<file path="src/rtl/fwd_hazard_ctrl.sv">
// Forwarding / load-use hazard controller for the 5-stage pipeline.
// Tracks register tags through EX, MEM and WB and steers the EX operand bypass muxes.

module fwd_sel_unit #(
    parameter int RA_W = 5
) (
    input  logic            ex_v,
    input  logic            ex_use,
    input  logic [RA_W-1:0] ex_src,
    input  logic            mem_we,
    input  logic [RA_W-1:0] mem_wr,
    input  logic            wb_we,
    input  logic [RA_W-1:0] wb_wr,
    output logic [1:0]      sel
);
    logic hit_mem, hit_wb;

    assign hit_mem = ex_v && ex_use && mem_we && (mem_wr != '0) && (mem_wr == ex_src);
    assign hit_wb  = ex_v && ex_use && wb_we  && (wb_wr  != '0) && (wb_wr  == ex_src);

    // The youngest producer (EX/MEM) takes precedence over MEM/WB.
    always_comb begin
        sel = 2'b00;
        if (hit_mem)
            sel = 2'b10;
        else if (hit_wb)
            sel = 2'b01;
    end
endmodule

module fwd_hazard_ctrl #(
    parameter int RA_W  = 5,
    parameter int CNT_W = 16
) (
    input  logic             clk,
    input  logic             rst,
    input  logic             id_valid,
    input  logic [RA_W-1:0]  id_rs,
    input  logic [RA_W-1:0]  id_rt,
    input  logic             id_use_rs,
    input  logic             id_use_rt,
    input  logic             id_wr_en,
    input  logic [RA_W-1:0]  id_wr_reg,
    input  logic             id_is_load,
    input  logic             flush,
    input  logic             mem_busy,
    output logic [1:0]       fwd_sel_a,
    output logic [1:0]       fwd_sel_b,
    output logic             stall_if_id,
    output logic             bubble_ex,
    output logic [CNT_W-1:0] stall_cnt
);
    localparam int NUM_OPS = 2;

    typedef struct packed {
        logic            v;
        logic [RA_W-1:0] rs;
        logic [RA_W-1:0] rt;
        logic            use_rs;
        logic            use_rt;
        logic            we;
        logic [RA_W-1:0] wr;
        logic            ld;
    } ex_t;

    typedef struct packed {
        logic            we;
        logic [RA_W-1:0] wr;
        logic            ld;
    } mem_t;

    typedef struct packed {
        logic            we;
        logic [RA_W-1:0] wr;
    } wb_t;

    ex_t  ex_q;
    mem_t mem_q;
    wb_t  wb_q;

    logic lu;
    logic cnt_inc;

    logic [NUM_OPS-1:0][RA_W-1:0] ex_src;
    logic [NUM_OPS-1:0]           ex_use;
    logic [NUM_OPS-1:0][1:0]      sel;

    assign ex_src = {ex_q.rt, ex_q.rs};
    assign ex_use = {ex_q.use_rt, ex_q.use_rs};

    generate
        for (genvar i = 0; i < NUM_OPS; i++) begin : g_op
            fwd_sel_unit #(.RA_W(RA_W)) u_sel (
                .ex_v   (ex_q.v),
                .ex_use (ex_use[i]),
                .ex_src (ex_src[i]),
                .mem_we (mem_q.we),
                .mem_wr (mem_q.wr),
                .wb_we  (wb_q.we),
                .wb_wr  (wb_q.wr),
                .sel    (sel[i])
            );
        end
    endgenerate

    assign fwd_sel_a = sel[0];
    assign fwd_sel_b = sel[1];

    assign lu = id_valid && ex_q.v && ex_q.ld && ex_q.we && (ex_q.wr != '0) &&
                ((id_use_rs && (id_rs == ex_q.wr)) || (id_use_rt && (id_rt == ex_q.wr)));

    // A frozen memory stage outranks a taken branch, which in turn squashes the
    // dependent instruction so no load-use stall is needed.
    always_comb begin
        stall_if_id = 1'b0;
        bubble_ex   = 1'b0;
        cnt_inc     = 1'b0;
        if (mem_busy) begin
            stall_if_id = 1'b1;
        end else if (flush) begin
            bubble_ex   = 1'b1;
        end else if (lu) begin
            stall_if_id = 1'b1;
            bubble_ex   = 1'b1;
            cnt_inc     = 1'b1;
        end
    end

    always_ff @(posedge clk) begin
        if (rst) begin
            ex_q      <= '0;
            mem_q     <= '0;
            wb_q      <= '0;
            stall_cnt <= '0;
        end else if (!mem_busy) begin
            wb_q.we   <= mem_q.we;
            wb_q.wr   <= mem_q.wr;
            mem_q.we  <= ex_q.v && ex_q.we;
            mem_q.wr  <= ex_q.wr;
            mem_q.ld  <= ex_q.v && ex_q.ld;
            if (bubble_ex) begin
                ex_q <= '0;
            end else begin
                ex_q.v      <= id_valid;
                ex_q.rs     <= id_rs;
                ex_q.rt     <= id_rt;
                ex_q.use_rs <= id_use_rs;
                ex_q.use_rt <= id_use_rt;
                ex_q.we     <= id_wr_en;
                ex_q.wr     <= id_wr_reg;
                ex_q.ld     <= id_is_load;
            end
            if (cnt_inc && (stall_cnt != '1))
                stall_cnt <= stall_cnt + 1'b1;
        end
    end
endmodule
</file>
<file path="config.mk">
export PLATFORM = sky130hd
export DESIGN_NAME = fwd_hazard_ctrl
export DESIGN_NICKNAME = d
export VERILOG_FILES = /design/src/rtl/fwd_hazard_ctrl.sv
export SDC_FILE = /design/constraint.sdc
export NUM_CORES = 1
export LEC_CHECK = 0
export BUFFER_PORTS_ARGS = -buffer_cell sky130_fd_sc_hd__buf_2
export CAP_MARGIN = 10
export CORE_MARGIN = 4
export CORE_UTILIZATION = 30
export CTS_CLUSTER_DIAMETER = 80
export DETAILED_ROUTE_END_ITERATION = 6
export PLACE_DENSITY = 0.55
export REMOVE_ABC_BUFFERS = 1
export SLEW_MARGIN = 10
export SYNTH_ARGS = -nofsm -noshare
export SYNTH_HDL_FRONTEND = slang
export SYNTH_HIERARCHICAL = 1
export SYNTH_SLANG_ARGS = --single-unit
</file>
<file path="constraint.sdc">
create_clock -name clk -period 4.8 [get_ports clk]
set_input_delay 0.24 -clock clk [delete_from_list [all_inputs] [get_ports clk]]
set_output_delay 0.24 -clock clk [all_outputs]
set_load 0.02 [all_outputs]
</file>
==> results.sh, run 1 <==
export IMPL_clk_pin_slew_ns=0.09
export IMPL_die_h_um=98.3
export IMPL_ios=46
export IMPL_synth_most_common_cell="dfxtp_1"
export IMPL_grt_max_degree=41
export IMPL_internal_power_uw=552
export IMPL_placedCellCount=398
export IMPL_r2r_setup_slack_ns=2.62
export IMPL_cp_slowest_cell="dfxtp_1"
export IMPL_grt_use_total=0.128
export IMPL_worst_slack_ns=2.44
export IMPL_slowest_delay_ns=0.38
export IMPL_path_buf_inv=2
export IMPL_utilization=0.363
export IMPL_tightestPinTransition_ns=0.710
export IMPL_cp_required_ns=4.56
export IMPL_cts_resized=0
export IMPL_avgViaCountPerCell=4.98
export IMPL_critical_path_class="flip-flop to output pin"
export IMPL_rows=32
export IMPL_syn_inst=263
export IMPL_slew_viol_final=0
export IMPL_ant_nets=0
export IMPL_first_iter_violations=109
export IMPL_dp_slack_ns=2.60
export IMPL_finalSetupTns_ns=0
export IMPL_place_congestion=0.834
export IMPL_post_cts_buffers=0
export IMPL_first_global_vias=1923
export IMPL_antenna_cells=0
export IMPL_hold_class="input pin to flip-flop"
export IMPL_r2r_start="ex_q[2]"
export IMPL_cts_made_buffers=5
export IMPL_whs_path_depth=2
export IMPL_nets=328
export IMPL_power_density_mw_per_mm2=261
export IMPL_avgSynthCellArea_sq_um=9.30
export IMPL_finalCriticalPeriod_ns=2.36
export IMPL_synth_top_area_cell="dfxtp_1"
export IMPL_clk_latency_ns=0.30
export IMPL_arrival_ns=2.12
export IMPL_core_area_sq_mm=0.00781
export IMPL_die_w_um=98.3
export IMPL_finalHoldViolations=0
export IMPL_worstRegToRegCells=6
export IMPL_synth_cell_types=36
export IMPL_portBuffers=45
export IMPL_leakage_nw=1.13
export IMPL_clock_sinks=48
export IMPL_cp_start_kind="flip-flop"
export IMPL_crit_fanout=23
export IMPL_mappedNetlistArea_sq_mm=0.00245
export IMPL_fmax_mhz=424
export IMPL_end_kind="output pin"
export IMPL_cap_violations=0
export IMPL_ys_top_cells_by_area="dfxtp_1 39%, a22o_1 7.2%, xnor2_1 6.4%"
export IMPL_areaGrowthSynthToFinish_pct=15.9
export IMPL_dp_hpwl_mm=4.50
export IMPL_fin_crit_sh=0.492
export IMPL_slew_headroom=0.527
export IMPL_first_pass_iters=4
export IMPL_reg2reg_to="ex_q[6]"
export IMPL_wire_per_inst_um=15.0
export IMPL_drcViolationCount=0
export IMPL_hold_buffers=0
export IMPL_final_cell_count_no_fill=406
export IMPL_ys_ff_latch=48
export IMPL_async_flop_share=0
export IMPL_dr_total_vias=2020
export IMPL_clkPwrFrac=0.343
export IMPL_rsz0062_at_grt="false"
export IMPL_grt_pass1_wl_mm=10.1
export IMPL_hold_start="id_wr_reg[4]"
export IMPL_design_area_sq_mm=0.00284
export IMPL_cts_root_buf="clkbuf_8"
export IMPL_num_fill_cells=828
export IMPL_p_comb_frac=0.094
export IMPL_dpl_cell_area_sq_mm=0.00274
export IMPL_hold_path_endpoint="ex_q[5]"
export IMPL_yosysWarningCount=6
export IMPL_clockBufferDepth=2
export IMPL_pwr_share_seq=0.563
export IMPL_yosys_area_top_type_share=0.393
export IMPL_synth_edf_count=0
export IMPL_drive_gt1_frac=0.247
export IMPL_htreeDepth=2
export IMPL_power_share_switching=0.254
export IMPL_cpLargestDelayFamily="simple AND/OR/NAND/NOR gates"
export IMPL_yosys_top_cells_count="48 x dfxtp_1, 28 x nor2_1, 20 x a22o_1, 18 x xnor2_1, 12 x mux2i_1"
export IMPL_skew_ns=0.00430
export IMPL_ir_drop_mv=0.128
export IMPL_path_cells="xor2_1 > nor4_1 > a32oi_1 > buf_4 > nand2b_1 > a21oi_1 > buf_2"
export IMPL_synth_flop_cell="dfxtp_1"
export IMPL_routed_wl_mm=6.08
export IMPL_antenna_found_initial=0
export IMPL_setup_viol=0
export IMPL_start_util=0.313
export IMPL_cts_tree="done"
export IMPL_outcome="finished clean"
export IMPL_seq_area_frac_synth=0.393
export IMPL_dieArea_sq_mm=0.00966
export IMPL_overflow=0
export IMPL_power_switching_uw=188
cell type report:
cell class / count / area (sq um) / share of cell area
clock buffer: 6 / 82.6 / 0.0291
clock inverter: 2 / 10.0 / 0.00353
inverter: 4 / 15.0 / 0.00530
multi-input combinational: 197 / 1400 / 0.493
sequential: 48 / 961 / 0.339
tap: 102 / 128 / 0.0450
timing repair buffer: 47 / 240 / 0.0847
layer usage:
layer / share of wire / vias to the layer above / global-route usage / wire length, um
met5: 0 / - / 0 / 0
met4: 0.012 / 0 / 0.0347 / 70
met3: 0.034 / 6 / 0.0279 / 208
met2: 0.46 / 32 / 0.205 / 2790
met1: 0.50 / 946 / 0.176 / 3010
li1: - / 1036 / - / -
kinds of logic (layout without fill, tap and decap cells):
logic type / count (synthesis) / count (layout) / share of synthesized area
flip-flops: 48 / 48 / 0.393
AND/OR/NAND/NOR: 106 / 106 / 0.242
adder cells (fa/ha/maj): 1 / 1 / 0.00511
XOR/XNOR: 26 / 26 / 0.0931
multiplexers: 21 / 21 / 0.0921
buffers and inverters: 18 / 59 / 0.0353
AO/OA/AOI/OAI: 43 / 43 / 0.140
flip-flops by register name, summed over array words and instances (netlist names):
| register | flops |
|---|---|
| ex_q | 20 |
| stall_cnt | 16 |
| mem_q | 6 |
| wb_q | 6 |
metrics by stage:
stage                     hold slack [ns]  total power [mW]
after floorplan                     0.309             0.463
after global placement              0.458             0.497
after detailed placement            0.462             0.497
after CTS                           0.145             0.751
after global routing                0.153             0.779
final                               0.153             0.741
cell usage in the layout (no fill, tap or decap), types with 2 or more instances in the layout:
| cell type | instances |
|---|---|
| a21oi_1 | 10 |
| a21oi_2 | 3 |
| a22o_1 | 20 |
| and2_1 | 3 |
| and3_1 | 2 |
| buf_2 | 45 |
| buf_4 | 2 |
| clkbuf_8 | 6 |
| clkinv_2 | 2 |
| dfxtp_1 | 48 |
| inv_1 | 4 |
| mux2_2 | 8 |
| mux2i_1 | 12 |
| nand2_1 | 10 |
| nand2b_1 | 4 |
| nand3_1 | 9 |
| nand4_1 | 9 |
| nor2_1 | 28 |
| nor2b_1 | 10 |
| nor3_1 | 8 |
| nor3_2 | 3 |
| nor4_1 | 8 |
| nor4_2 | 2 |
| o31ai_1 | 6 |
| or4_1 | 8 |
| xnor2_1 | 18 |
| xor2_1 | 8 |
power by group through the flow:
| stage | Sequential (mW) | Clock (mW) | Combinational, mW |
|---|---|---|---|
| finish | 0.417 | 0.254 | 0.0696 |
| global route | 0.419 | 0.283 | 0.0772 |
| CTS | 0.417 | 0.264 | 0.0703 |
| detailed placement | 0.426 | 0 | 0.0702 |
| global placement | 0.427 | 0 | 0.0700 |
| floorplan | 0.423 | 0 | 0.0394 |
how the worst max path moves through the flow:
stage | startpoint | end | cells past startpoint
3_5_place_dp | ex_q[5] | ex_q[7] | 6
6_report | ex_q[2] | bubble_ex | 7
5_1_grt | ex_q[5] | stall_if_id | 7
4_1_cts | ex_q[2] | stall_if_id | 7
2_1_floorplan | ex_q[5] | ex_q[0] | 5
3_3_place_gp | ex_q[5] | ex_q[13] | 6
(Power assumes the default switching activity.)
==> inputs of run 2 (changes only) <==
Settings changed: ABC_AREA set to 1.
Clock period 4.8 ns to 2.3 ns, I/O delays scaled along.
==> results.sh, run 2 <==
export IMPL_rows=35
export IMPL_ys_top_cells_by_area="dfxtp_1 34%, nand2_1 19%, nor2_1 9.8%"
export IMPL_total_power_mw=1.66
export IMPL_avgViaCountPerCell=4.38
export IMPL_clock_sinks=48
export IMPL_most_common_layout_cells="141 x nand2_1, 74 x nor2_1, 48 x dfxtp_1"
export IMPL_fin_crit_sh=0.824
export IMPL_hold_buffers=0
export IMPL_ir_drop_mv=0.310
export IMPL_mappedNetlistArea_sq_mm=0.00284
export IMPL_synth_top_area_cell="dfxtp_1"
export IMPL_crit_fanout=17
export IMPL_largest_register="ex_q"
export IMPL_ios=46
export IMPL_hold_class="input pin to flip-flop"
export IMPL_core_area_sq_mm=0.00924
export IMPL_path_buf_inv=2
export IMPL_finalSetupTns_ns=0
export IMPL_path_cells="inv_1 > nand2_1 > nand2_1 > nor2_1 > nand3_1 > nand2_2 > nand3_4 > nand2_1 > buf_2"
export IMPL_yosys_top_cells_count="141 x nand2_1, 74 x nor2_1, 48 x dfxtp_1, 41 x inv_1, 32 x o21ai_0"
export IMPL_cts_root_buf="clkbuf_8"
export IMPL_drive_gt1_frac=0.189
export IMPL_grt_pass1_wl_mm=12.6
export IMPL_cp_common_cell="nand2_1"
export IMPL_final_common_cell="nand2_1"
export IMPL_finalCriticalPeriod_ns=1.90
export IMPL_cp_required_ns=2.18
export IMPL_routed_wl_mm=7.47
export IMPL_ys_ff_latch=48
export IMPL_reg_top3="ex_q (20), stall_cnt (16)"
export IMPL_synth_edf_count=0
export IMPL_clockBufferDepth=2
export IMPL_first_iter_violations=115
export IMPL_areaGrowthSynthToFinish_pct=14.9
export IMPL_nets=521
export IMPL_first_pass_iters=4
export IMPL_slew_headroom=0.647
export IMPL_grt_use_total=0.138
export IMPL_yosysWarningCount=6
export IMPL_wire_per_inst_um=11.9
export IMPL_ant_nets=0
export IMPL_setup_viol=0
export IMPL_tightestPinTransition_ns=0.526
export IMPL_multi_input_area_sq_mm=0.00159
export IMPL_dieArea_sq_mm=0.0111
export IMPL_cts_tree="done"
export IMPL_rsz0062_at_grt="false"
export IMPL_power_density_mw_per_mm2=508
export IMPL_cp_start_kind="flip-flop"
export IMPL_grt_max_degree=24
export IMPL_end_kind="output pin"
export IMPL_htreeDepth=2
export IMPL_first_global_vias=2632
export IMPL_largest_register_ffs=20
export IMPL_outcome="finished clean"
export IMPL_clk_pin_slew_ns=0.08
export IMPL_cpLargestDelayFamily="simple AND/OR/NAND/NOR gates"
export IMPL_die_h_um=105
export IMPL_syn_inst=454
export IMPL_portBuffers=45
export IMPL_cts_made_buffers=5
export IMPL_fmax_mhz=528
export IMPL_async_flop_share=0
export IMPL_skew_ns=0.00392
export IMPL_overflow=0
export IMPL_leakage_nw=1.50
export IMPL_die_w_um=105
export IMPL_cts_resized=0
export IMPL_critical_path_class="flip-flop to output pin"
export IMPL_num_fill_cells=1043
export IMPL_antenna_cells=0
export IMPL_cp_slowest_cell="dfxtp_1"
export IMPL_arrival_ns=1.78
export IMPL_drcViolationCount=0
export IMPL_avgSynthCellArea_sq_um=6.25
export IMPL_post_cts_buffers=0
export IMPL_antenna_found_initial=0
export IMPL_synth_cell_types=28
export IMPL_yosys_area_top_type_share=0.339
export IMPL_dr_total_vias=2741
export IMPL_dp_hpwl_mm=5.64
export IMPL_slew_viol_final=0
export IMPL_start_util=0.307
export IMPL_place_congestion=0.830
export IMPL_synth_flop_cell="dfxtp_1"
export IMPL_slowest_delay_ns=0.33
export IMPL_finalHoldViolations=0
export IMPL_regArea_sq_um=961
export IMPL_clk_latency_ns=0.29
export IMPL_synth_most_common_cell="nand2_1"
export IMPL_cap_violations=0
export IMPL_seq_area_frac_synth=0.339
## run 2: area by class of cell
class | count | area share
tap | 129 | 0.0495
inverter | 51 | 0.0587
clock buffer | 8 | 0.0276
sequential | 48 | 0.295
timing repair buffer | 50 | 0.0806
multi-input combinational | 340 | 0.489
## run 2: worst register-to-register path: stages (launching register included)
cell and delay (ns):
dfxtp_1 0.33, inv_1 0.10, nand2_1 0.07, nand2_1 0.05
nor2_1 0.18, nand3_1 0.12, nand2_2 0.11, nand3_4 0.20
nor2_8 0.34, nand2_1 0.11, a21oi_1 0.18
## run 2: worst paths after layout
kind	start	end	depth (start not counted)	slack, ns
max reg2reg	ex_q[1]	stall_cnt[2]	10	0.44
min	id_wr_reg[3]	ex_q[4]	3	0.07
min reg2reg	ex_q[0]	ex_q[0]	2	0.47
max	ex_q[1]	stall_if_id	9	0.40
## run 2: kinds of logic (layout without fill, tap and decap cells)
group | Yosys count | in the layout | synth area share
compound gates | 70 | 70 | 0.135
xor+xnor | 14 | 14 | 0.0432
fa+ha+maj | 1 | 1 | 0.00441
buf+inv | 66 | 109 | 0.0997
flops | 48 | 48 | 0.339
simple gates | 255 | 255 | 0.378
## run 2: stage by stage
step	setup slack [ns]	area (sq um)	hold WS (ns)	util	std cells
after global placement	0.542	3170	0.369	0.343	618
after detailed placement	0.479	3170	0.375	0.343	618
after CTS	0.362	3260	0.0543	0.353	626
after global routing	0.247	3260	0.0651	0.353	626
after floorplan	0.620	2750	0.177	-	439
final	0.405	3260	0.0681	0.353	626
## run 2: per-layer routing
metal / part of all wire / track usage / vias up
met5: 0 / 0 / -
met4: 0.015 / 0.0469 / 0
met3: 0.032 / 0.0196 / 6
met2: 0.45 / 0.220 / 55
met1: 0.51 / 0.191 / 1189
li1: - / - / 1491
## run 2: power by group
part	total (mW)	internal [mW]	switching [mW]
Combinational	0.233	0.0859	0.147
Sequential	0.905	0.864	0.0412
Clock	0.518	0.246	0.272
==> inputs of run 3 (changes only) <==
Settings changed: PLACE_DENSITY 0.55 to 0.56.
Clock period 2.3 ns to 1.5 ns, I/O delays scaled along.
==> results.sh, run 3 (same netlist as run 2, synthesis figures left out) <==
export IMPL_cp_required_ns=1.42
export IMPL_start_util=0.307
export IMPL_drive_gt1_frac=0.390
export IMPL_hold_ws_ns=0.0240
export IMPL_violations="negative setup slack"
export IMPL_htreeDepth=2
export IMPL_path_cells="inv_2 > nand2_1 > nand2_1 > nor2_1 > nand3_1 > nand2_2 > nand2_1 > nand2_1 > nand2_2 > buf_4 > inv_2 > buf_6"
export IMPL_core_area_sq_mm=0.00924
export IMPL_finalHoldViolations=0
export IMPL_skew_ns=0.00641
export IMPL_antenna_found_initial=0
export IMPL_ios=46
export IMPL_cp_slowest_cell="dfxtp_2"
export IMPL_grtUsageMet3=0.0214
export IMPL_rows=35
export IMPL_hold_class="input pin to flip-flop"
export IMPL_rsz0062_at_grt="true"
export IMPL_fmax_mhz=607
export IMPL_tightestPinTransition_ns=0.371
export IMPL_cp_common_cell="nand2_1"
export IMPL_nets=568
export IMPL_ant_nets=0
export IMPL_arrival_ns=1.57
export IMPL_die_h_um=105
export IMPL_dr_total_vias=3000
export IMPL_first_pass_iters=5
export IMPL_slew_headroom=0.753
export IMPL_critical_path_class="flip-flop to output pin"
export IMPL_busiest_layer="met2"
export IMPL_reg_top3="ex_q (20), stall_cnt (16)"
export IMPL_grt_max_degree=24
export IMPL_dpl_cell_area_sq_mm=0.00348
export IMPL_grt_use_total=0.142
export IMPL_slowest_delay_ns=0.36
export IMPL_clockBufferDepth=2
export IMPL_cap_violations=0
export IMPL_setup_viol=38
export IMPL_clk_pin_slew_ns=0.09
export IMPL_worst_slack_ns=-0.149
export IMPL_largest_register_ffs=20
export IMPL_antenna_cells=0
export IMPL_largest_register="ex_q"
export IMPL_routed_wl_mm=8.30
export IMPL_fin_crit_sh=1.10
export IMPL_overflow=0
export IMPL_outcome="finished, violations left"
export IMPL_wire_per_inst_um=12.3
export IMPL_areaGrowthSynthToFinish_pct=45.1
export IMPL_path_buf_inv=4
export IMPL_slew_viol_final=0
export IMPL_drcViolationCount=0
export IMPL_place_congestion=0.876
export IMPL_cts_tree="done"
export IMPL_leakage_nw=2.08
export IMPL_dp_slack_ns=-0.0596
export IMPL_power_density_mw_per_mm2=700
export IMPL_cpLargestDelayFamily="simple AND/OR/NAND/NOR gates"
export IMPL_final_common_cell="nand2_1"
export IMPL_first_iter_violations=125
export IMPL_cts_made_buffers=5
export IMPL_portBuffers=45
export IMPL_ir_drop_mv=0.456
export IMPL_cts_root_buf="clkbuf_8"
export IMPL_clk_latency_ns=0.30
export IMPL_most_common_layout_cells="128 x nand2_1, 71 x nor2_1, 40 x buf_2, 40 x buf_4, 37 x inv_1"
export IMPL_dieArea_sq_mm=0.0111
export IMPL_crit_fanout=5
export IMPL_grtUsageMet2=0.232
export IMPL_design_area_sq_mm=0.00412
export IMPL_clock_sinks=48
export IMPL_hold_buffers=0
export IMPL_grt_pass1_wl_mm=13.1
export IMPL_cp_start_kind="flip-flop"
export IMPL_dp_hpwl_mm=5.82
export IMPL_met1_usage=0.196
export IMPL_finalCriticalPeriod_ns=1.65
export IMPL_die_w_um=105
export IMPL_first_global_vias=2828
export IMPL_avgViaCountPerCell=4.46
export IMPL_end_kind="output pin"
-- run 3: tightest hold or removal path, delay by kind of cell --
kind            cells  cell delay (ns)
compound gates      1             0.06
buf+inv             1             0.09
simple gates        1             0.06
-- run 3: worst paths after layout --
check,start,to,slack [ns],cells past startpoint
max reg2reg,ex_q[4],ex_q[12],-0.12,14
min reg2reg,ex_q[6],ex_q[6],0.47,2
min,id_is_load,ex_q[0],0.02,3
max,ex_q[4],bubble_ex,-0.15,12
-- run 3: per-stage QoR --
step | power, mW | TNS, ns | util | std cells
after floorplan | 1.63 | -1.81 | - | 439
after global placement | 1.79 | -0.132 | 0.376 | 654
after detailed placement | 1.80 | -0.579 | 0.376 | 654
after CTS | 2.86 | -4.23 | 0.416 | 668
after global routing | 3.04 | -8.81 | 0.445 | 673
final | 2.88 | -3.64 | 0.445 | 673
-- run 3: what timing repair did --
item                       in CTS  in global routing
gates cloned                    1                  4
buffers inserted                5                  2
pin swaps                      11                 20
setup endpoints to repair      22                 42
resized for setup              66                 55
hold endpoints to repair        0                  0
-- run 3: area by class of cell --
type	instances	area [sq um]
Clock buffer	7	96.3
Timing Repair Buffer	97	802
Fill cell	920	5120
Sequential cell	48	1000
Multi-Input combinational cell	340	1830
Clock inverter	1	30.0
Inverter	51	191
Tap cell	129	161
-- run 3: where the power goes --
group          leakage, nW  switching, mW  internal [mW]
Sequential           0.404         0.0640           1.33
Combinational         1.61          0.256          0.194
Clock               0.0645          0.449          0.589
-- run 3: metal layers --
layer	vias to the layer above	part of all wire
met3	8	0.041
met5	-	0
met4	0	0.012
li1	1588	-
met2	46	0.47
met1	1358	0.48
